$ cat src/rtl/serial_feeder_pkg.sv
// Shared types and constants for the serial bit feeder.
// Latency: n/a (declarations only).
// Backpressure: n/a.
package serial_feeder_pkg;

    // Feeder FSM: IDLE emits forced zeros, SHIFT presents frame bits.
    typedef enum logic {
        IDLE  = 1'b0,
        SHIFT = 1'b1
    } state_e;

    localparam int DEFAULT_WIDTH = 8;

    // Bit-counter width; must hold WIDTH-1, and never drops below one bit.
    function automatic int cnt_width(input int width);
        return (width <= 2) ? 1 : $clog2(width);
    endfunction

endpackage

$ cat src/rtl/serial_bit_feeder.sv
// Parallel-in, serial-out feeder: WIDTH-bit words become one bit per clock for the 101 detector.
// Latency: word accepted at edge k shows bit i after edge k+1+i; frame_done with the last bit.
// Backpressure: data_ready drops while the one-word holding register is full or R is high.
//
// Ports:
//   clk, R          clock and synchronous active-high reset
//   data_in/_valid  word input, transferred when data_valid && data_ready at an edge
//   data_ready      holding register empty and not in reset
//   out_bit         serial stream (forced 0 in IDLE), drives the detector's input
//   bit_valid       out_bit carries a frame bit
//   frame_done      cycle presenting the last bit of a frame
//   busy            shifter active or holding register full
module serial_bit_feeder
    import serial_feeder_pkg::*;
#(
    parameter int WIDTH     = DEFAULT_WIDTH,
    parameter bit MSB_FIRST = 1'b1
) (
    input  logic             clk,
    input  logic             R,
    input  logic [WIDTH-1:0] data_in,
    input  logic             data_valid,
    output logic             data_ready,
    output logic             out_bit,
    output logic             bit_valid,
    output logic             frame_done,
    output logic             busy
);

    localparam int                CNT_W    = cnt_width(WIDTH);
    localparam logic [CNT_W-1:0]  LAST_CNT = CNT_W'(WIDTH - 1);

    state_e             state_q, state_d;
    logic [WIDTH-1:0]   hold_q, hold_d;
    logic               hold_full_q, hold_full_d;
    logic [WIDTH-1:0]   shreg_q, shreg_d;
    logic [CNT_W-1:0]   cnt_q, cnt_d;

    logic accept;
    logic last_bit;
    logic load;

    assign data_ready = !hold_full_q && !R;
    assign accept     = data_valid && data_ready;
    assign last_bit   = (state_q == SHIFT) && (cnt_q == LAST_CNT);
    // Loading on the last-bit edge is what makes back-to-back frames gapless.
    // Accept and load are mutually exclusive: one needs hold empty, the other full.
    assign load       = hold_full_q && ((state_q == IDLE) || last_bit);

    always_comb begin
        state_d     = state_q;
        hold_d      = hold_q;
        hold_full_d = hold_full_q;
        shreg_d     = shreg_q;
        cnt_d       = cnt_q;

        if (accept) begin
            hold_d      = data_in;
            hold_full_d = 1'b1;
        end

        if (load) begin
            shreg_d     = hold_q;
            cnt_d       = '0;
            state_d     = SHIFT;
            hold_full_d = 1'b0;
        end else if (state_q == SHIFT) begin
            if (last_bit) begin
                state_d = IDLE;
                cnt_d   = '0;
            end else begin
                cnt_d = cnt_q + 1'b1;
            end
            if (MSB_FIRST) begin
                shreg_d = {shreg_q[WIDTH-2:0], 1'b0};
            end else begin
                shreg_d = {1'b0, shreg_q[WIDTH-1:1]};
            end
        end
    end

    always_ff @(posedge clk) begin
        if (R) begin
            state_q     <= IDLE;
            hold_q      <= '0;
            hold_full_q <= 1'b0;
            shreg_q     <= '0;
            cnt_q       <= '0;
        end else begin
            state_q     <= state_d;
            hold_q      <= hold_d;
            hold_full_q <= hold_full_d;
            shreg_q     <= shreg_d;
            cnt_q       <= cnt_d;
        end
    end

    // All outputs decode registered state only, so they move on clock edges.
    always_comb begin
        out_bit = 1'b0;
        if (state_q == SHIFT) begin
            out_bit = MSB_FIRST ? shreg_q[WIDTH-1] : shreg_q[0];
        end
    end

    assign bit_valid  = (state_q == SHIFT);
    assign frame_done = last_bit;
    assign busy       = (state_q == SHIFT) || hold_full_q;

endmodule

$ cat config.mk
export PLATFORM = sky130hd
export DESIGN_NAME = serial_bit_feeder
export DESIGN_NICKNAME = d
export VERILOG_FILES = /design/src/rtl/serial_feeder_pkg.sv /design/src/rtl/serial_bit_feeder.sv
export SDC_FILE = /design/constraint.sdc
export NUM_CORES = 1
export LEC_CHECK = 0
export CORE_MARGIN = 2
export CORE_UTILIZATION = 48
export DETAILED_ROUTE_END_ITERATION = 8
export GPL_TIMING_DRIVEN = 0
export HOLD_SLACK_MARGIN = 0.02
export PLACE_DENSITY = 0.73
export SYNTH_ARGS = -nofsm -noshare
export SYNTH_HDL_FRONTEND = slang
export SYNTH_SLANG_ARGS = --single-unit
$ cat constraint.sdc
create_clock -name clk -period 2.2 [get_ports clk]
set_input_delay 0.66 -clock clk [delete_from_list [all_inputs] [get_ports clk]]
set_output_delay 0.66 -clock clk [all_outputs]
set_load 0.05 [all_outputs]
==> run_results.csv, run 1 <==
group,metric,value,unit
outcome,outcome,"complete, no violations",
global_routing,overflow,0,
yosys,synth_top_area_cell,"dfxtp_1",
worst_hold_path,hold_class,"flip-flop to flip-flop",
floorplanning,start_util,52.1,%
cells_and_area,nets,131,
timing,fmax,461,MHz
yosys,synth_top_area_share,46.2,%
power,clkPwrFrac,23.6,%
drt,vias,743,
yosys,ys_types,21,
global_routing,grt_max_degree,14,
power,power.share.sequential,53.9,%
floorplanning,dieWidth,47.5,um
yosys,yosys_warnings,0,
yosys,muxShareOfSynthArea,9.90,%
yosys,synth_area_leaders,"dfxtp_1 (46%), mux2i_1 (9.9%), nor2_1 (9.5%)",
yosys,yosys.area_share.simple,27.0,%
power,p_sw,235,uW
clock_tree,cts_tree,"built",
global_routing,first_global_vias,621,
timing,fin_worst_skew,0.00391,ns
floorplanning,die_h,47.5,um
yosys,avgSynthCellArea,9.19,um2
yosys,synthAdderAreaFrac,2.75,%
yosys,synth_top_family_by_area,"simple AND/OR/NAND/NOR gates",
drt,wirelength,1690,um
yosys,synth.net_count,112,
cells_and_area,diodes,0,
timing,slew_headroom,67.6,%
timing,hold_slack,0.497,ns
yosys,synth_area,910,um2
power,total_power,795,uW
drt,routed_via_density,5.23,
drt,post_drt_wl_per_cell,11.9,um
drt,drt_iter0_drc,13,
floorplanning,core_area,1750,um2
clock_tree,clock-root-buffer,"clkbuf_4",
critical_path,arrival,1.51,ns
global_routing,antenna_found_initial,0,
yosys,synth_compound_area_share,8.67,%
power,p_per_area,717,nW/um2
timing,fin_crit,2.17,ns
clock_tree,cts_sinks,21,
floorplanning,rows,15,
power,peakVddDrop,478,uV
drt,drt.antenna.violating_nets,0,
yosys,yosysSeqAreaShare,46.2,%
yosys,syn_inst,99,
clock_tree,ctsHoldBuffers,0,
critical_path,cp.required,1.54,ns
timing,tightestPinTransition,0.485,ns
critical_path,path_cells,"buf_4 > nor2_4 > inv_2 > clkdlybuf4s15_2",
critical_path,worstPathMaxFanout,10,
drt,drc,0,
critical_path,crit_path_end_kind,"output port",
clock_tree,cts_buffers,3,
critical_path,critPathKind,"flip-flop to output port",
clock_tree,clk_pin_slew,0.11,ns
critical_path,cpPeakStageDelay,0.35,ns
cells_and_area,drive_above_1_share,12.8,%
floorplanning,dieArea,2260,um2
yosys,synth.most_common_cell,"nor2_1",
timing,rsz0062_at_grt,"true",
yosys,yosys_register_bits,21,
place,dpl.hpwl,1160,um
global_routing,track_usage,17.8,%
power,internal_power,560,uW
timing,hold_viol_final,0,
yosys,synth_xor_area_share,0,%
clock_tree,cts-htree-levels,1,
critical_path,worst_path_max_delay_cell,"clkdlybuf4s15_2",
yosys,synth_ff_type,"dfxtp_1",
critical_path,critPathTopFamily,"buffers and inverters",
clock_tree,clk_path_buf_depth,2,
flow_run,maxCapViolCount,0,
yosys,ys_async_sr_fraction,0,%
timing,finalSetupViolCount,0,
cells_and_area,syn_to_final_growth,21.9,%
yosys,synthTopCellsByCount,"nor2_1 (23), dfxtp_1 (21), mux2i_1 (9)",
critical_path,setup.worst_path.start_class,"flip-flop",
yosys,synth-edff-count,0,
place,gp_congestion,0.728,
floorplanning,io_pins,16,
clock_tree,clock_latency,0.30,ns
drt,firstDrtPassIters,5,
timing,report.final.slew_viol_count,0,
power,p_comb_share,22.5,%
place,port_buffers,15,
power,power_leakage,0.441,nW
power,p_sw_share,29.5,%
critical_path,cp.buffers_inverters,3,
timing,fin_crit_sh,98.7,%
global_routing,grt_pass1_wl,2820,um
-- layer usage --
layer / part of all wire (%) / routed length, um / vias up / global-route usage, %
li1: - / - / 383 / -
met1: 51 / 858 / 341 / 24.8
met2: 44 / 743 / 15 / 26.8
met3: 3.7 / 62 / 4 / 3.40
met4: 1.5 / 25 / 0 / 8.11
met5: 0 / 0 / - / 0
-- path summary, 6_finish.rpt --
path	startpoint	to	slack (ns)	cells after the start
worst min-delay path	shreg_q[7]	shreg_q[7]	0.50	2
worst max-delay path	bit_valid	busy	0.03	4
worst max register to register	cnt_q[0]	shreg_q[7]	0.64	6
worst min register to register	shreg_q[7]	shreg_q[7]	0.50	2
-- what timing repair did --
action | CTS | global route
pin swaps | 0 | 1
resized for setup | 13 | 4
endpoints found under the setup margin | 4 | 4
setup buffers | 0 | 0
-- worst reg2reg max path, cell delays in order (launching register included) --
cell and delay, ns:
dfxtp_1 0.35, ha_1 0.21, ha_1 0.23, nand2b_1 0.15, buf_2 0.17, a211oi_1 0.26, nor4_1 0.08
-- state kept, by name, summed over array words and instances (netlist names) --
register,count
hold_q,8
bit_valid,1
hold_full_q,1
cnt_q,3
shreg_q,8
-- cell type report --
cell class / count / area (um2)
Timing Repair Buffer: 15 / 145
Multi-Input combinational cell: 68 / 439
Buffer: 7 / 38.8
Clock buffer: 4 / 26.3
Inverter: 2 / 7.51
Sequential cell: 21 / 420
Fill cell: 165 / 637
Tap cell: 25 / 31.3
-- layout by cell type (no fill, tap or decap) --
cell	synthesis	final
nor3b_1	7	7
clkbuf_2	0	1
a22oi_1	1	1
inv_1	1	1
ha_1	2	2
nor4_1	7	7
clkdlybuf4s15_1	0	1
nor2_4	1	1
clkbuf_4	0	4
nor3_1	2	2
nor2b_1	2	2
dfxtp_1	21	21
a211oi_1	7	7
clkdlybuf4s15_2	0	2
inv_2	1	1
nand2_1	1	1
buf_4	2	2
o32a_1	1	1
nand2b_1	1	1
nor2_1	23	23
clkdlybuf4s50_1	0	10
clkbuf_1	2	2
a32oi_1	1	1
and2_1	3	3
mux2i_1	9	9
buf_2	4	4
-- kinds of logic (layout without fill, tap and decap cells) --
family | after synthesis | count (layout)
AOI/OAI and AO/OA | 10 | 10
muxes | 9 | 9
adders and majority gates | 2 | 2
and+or+nand+nor | 47 | 47
buffers and inverters | 10 | 28
DFF | 21 | 21
-- power groups by stage --
| stage | logic [mW] | clock network [mW] | registers, mW |
|---|---|---|---|
| floorplan | 0.125 | 0 | 0.439 |
| global route | 0.199 | 0.214 | 0.432 |
| finish | 0.179 | 0.188 | 0.428 |
| global placement | 0.181 | 0 | 0.436 |
| detailed placement | 0.182 | 0 | 0.437 |
| CTS | 0.180 | 0.195 | 0.428 |
-- stage by stage --
step	util (%)	std cells	cell area, um2	setup TNS, ns	worst slack, ns
5_1_grt	63.5	142	1110	-0.0982	-0.0982
6_report	63.5	142	1110	0	0.0285
2_1_floorplan	-	99	910	0	0.0337
3_5_place_dp	62.5	139	1090	-0.948	-0.819
4_1_cts	63.5	142	1110	-0.0349	-0.0349
3_3_place_gp	62.5	139	1090	-0.933	-0.815
No activity file was read; power rests on OpenSTA's default activity.
==> run 2, diff against run 1 <==
- SLEW_MARGIN: unset -> 20
- clock period: 2.2 -> 2.3 ns (I/O delays scaled with it)
==> run_results.csv, run 2 (same netlist as run 1, synthesis figures left out) <==
group,metric,value,unit
outcome,outcome,"complete, no violations",
cells_and_area,mostFrequentLayoutCell,"nor2_1",
cells_and_area,post-route-util,65.4,%
worst_hold_path,hold_class,"flip-flop to flip-flop",
global_routing,antenna_found_initial,0,
floorplanning,dieArea,2260,um2
clock_tree,cts_buffers,3,
place,placed_cell_area,1090,um2
critical_path,cp.required,1.61,ns
drt,vias,753,
critical_path,worstPathMaxFanout,9,
timing,report.final.slew_viol_count,0,
cells_and_area,drive_above_1_share,16.4,%
cells_and_area,top_regs,"hold_q x8, shreg_q x8, cnt_q x3",
global_routing,grt_pass1_wl,2800,um
cells_and_area,final.fill_count,159,
clock_tree,clock_latency,0.31,ns
cells_and_area,syn_to_final_growth,25.6,%
timing,fmax,464,MHz
clock_tree,clk_path_buf_depth,2,
timing,fin_ws,0.147,ns
drt,post_drt_wl_per_cell,11.6,um
clock_tree,clk_pin_slew,0.11,ns
floorplanning,die_h,47.5,um
drt,drt_iter0_drc,12,
clock_tree,cts-htree-levels,1,
timing,hold_slack,0.496,ns
timing,slew_headroom,67.6,%
power,peakVddDrop,453,uV
cells_and_area,stdcell_count,147,
drt,drt.antenna.violating_nets,0,
timing,fin_crit,2.15,ns
place,dpl.hpwl,1160,um
flow_run,maxCapViolCount,0,
place,gp_congestion,0.728,
cells_and_area,layout_common_cells,"nor2_1 (23), dfxtp_1 (21), clkdlybuf4s50_1 (10)",
critical_path,worst_path_max_delay_cell,"dlygate4sd2_1",
floorplanning,core_area,1750,um2
floorplanning,dieWidth,47.5,um
critical_path,crit_path_end_kind,"output port",
critical_path,path_cells,"buf_4 > and2_1 > dlygate4sd2_1",
power,total_power,775,uW
timing,fin_worst_skew,0.00919,ns
critical_path,critPathKind,"flip-flop to output port",
timing,tns,0,ns
timing,finalSetupViolCount,0,
floorplanning,rows,15,
drt,drc,0,
global_routing,overflow,0,
timing,hold_viol_final,0,
place,port_buffers,15,
drt,firstDrtPassIters,4,
timing,tightestPinTransition,0.485,ns
timing,rsz0062_at_grt,"false",
cells_and_area,diodes,0,
critical_path,arrival,1.46,ns
global_routing,track_usage,17.7,%
global_routing,grt_max_degree,14,
drt,routed_via_density,5.12,
critical_path,setup.worst_path.start_class,"flip-flop",
place,dp_cells,139,
clock_tree,clock-root-buffer,"clkbuf_4",
timing,fin_crit_sh,93.6,%
place,preCtsSetupSlack,-0.779,ns
clock_tree,cts_sinks,21,
power,p_per_area,678,nW/um2
critical_path,cpPeakStageDelay,0.52,ns
drt,wirelength,1700,um
floorplanning,start_util,52.1,%
global_routing,first_global_vias,619,
cells_and_area,final_cell_area,1140,um2
floorplanning,io_pins,16,
power,power_leakage,0.469,nW
clock_tree,cts_tree,"built",
cells_and_area,nets,136,
run 2: cell count changes in the layout (fill, tap and decap cells not counted), sizes merged:
cell           delta
dlygate4sd2       +1
clkdlybuf4s15     -1
buf               +6
clkbuf            -1
run 2: path summary, 6_finish.rpt:
check	from	endpoint	slack (ns)	depth (start not counted)
worst max-delay path	bit_valid	out_bit	0.15	3
worst min-delay path	shreg_q[7]	shreg_q[7]	0.50	2
worst max register to register	cnt_q[0]	shreg_q[7]	0.74	6
worst min register to register	shreg_q[7]	shreg_q[7]	0.50	2
run 2: cell type report:
type	count	area [um2]	share of cell area [%]
inverters	2	7.51	0.657
flip-flops and latches	21	420	36.8
well taps	25	31.3	2.74
multi-input cells	68	439	38.4
repair buffers	20	179	15.7
clock buffers	4	26.3	2.30
plain buffers	7	38.8	3.40
run 2: what timing repair did:
action                     4_1_cts  5_1_grt
pin swaps                        0        1
hold buffers                     0        0
buffers inserted                 0        5
resized for setup               11        4
setup endpoints to repair        4        3
run 2: per-layer routing:
layer / GRT usage [%] / wire length (um) / vias up
met5: 0 / 0 / -
met3: 3.40 / 74 / 5
li1: - / - / 391
met2: 26.8 / 732 / 19
met1: 24.5 / 864 / 338
met4: 8.11 / 31 / 0
run 2: critical path, delay by kind of cell, from the launching register on:
kind | cells | cell delay [ns]
and+or+nand+nor | 1 | 0.13
DFF | 1 | 0.35
buffers and inverters | 2 | 0.69
run 2: power breakdown:
| group | leakage (nW) | switching, mW | internal, mW |
|---|---|---|---|
| clock | 0.0150 | 0.111 | 0.0676 |
| combinational | 0.281 | 0.0993 | 0.0878 |
| sequential | 0.173 | 0.0159 | 0.393 |
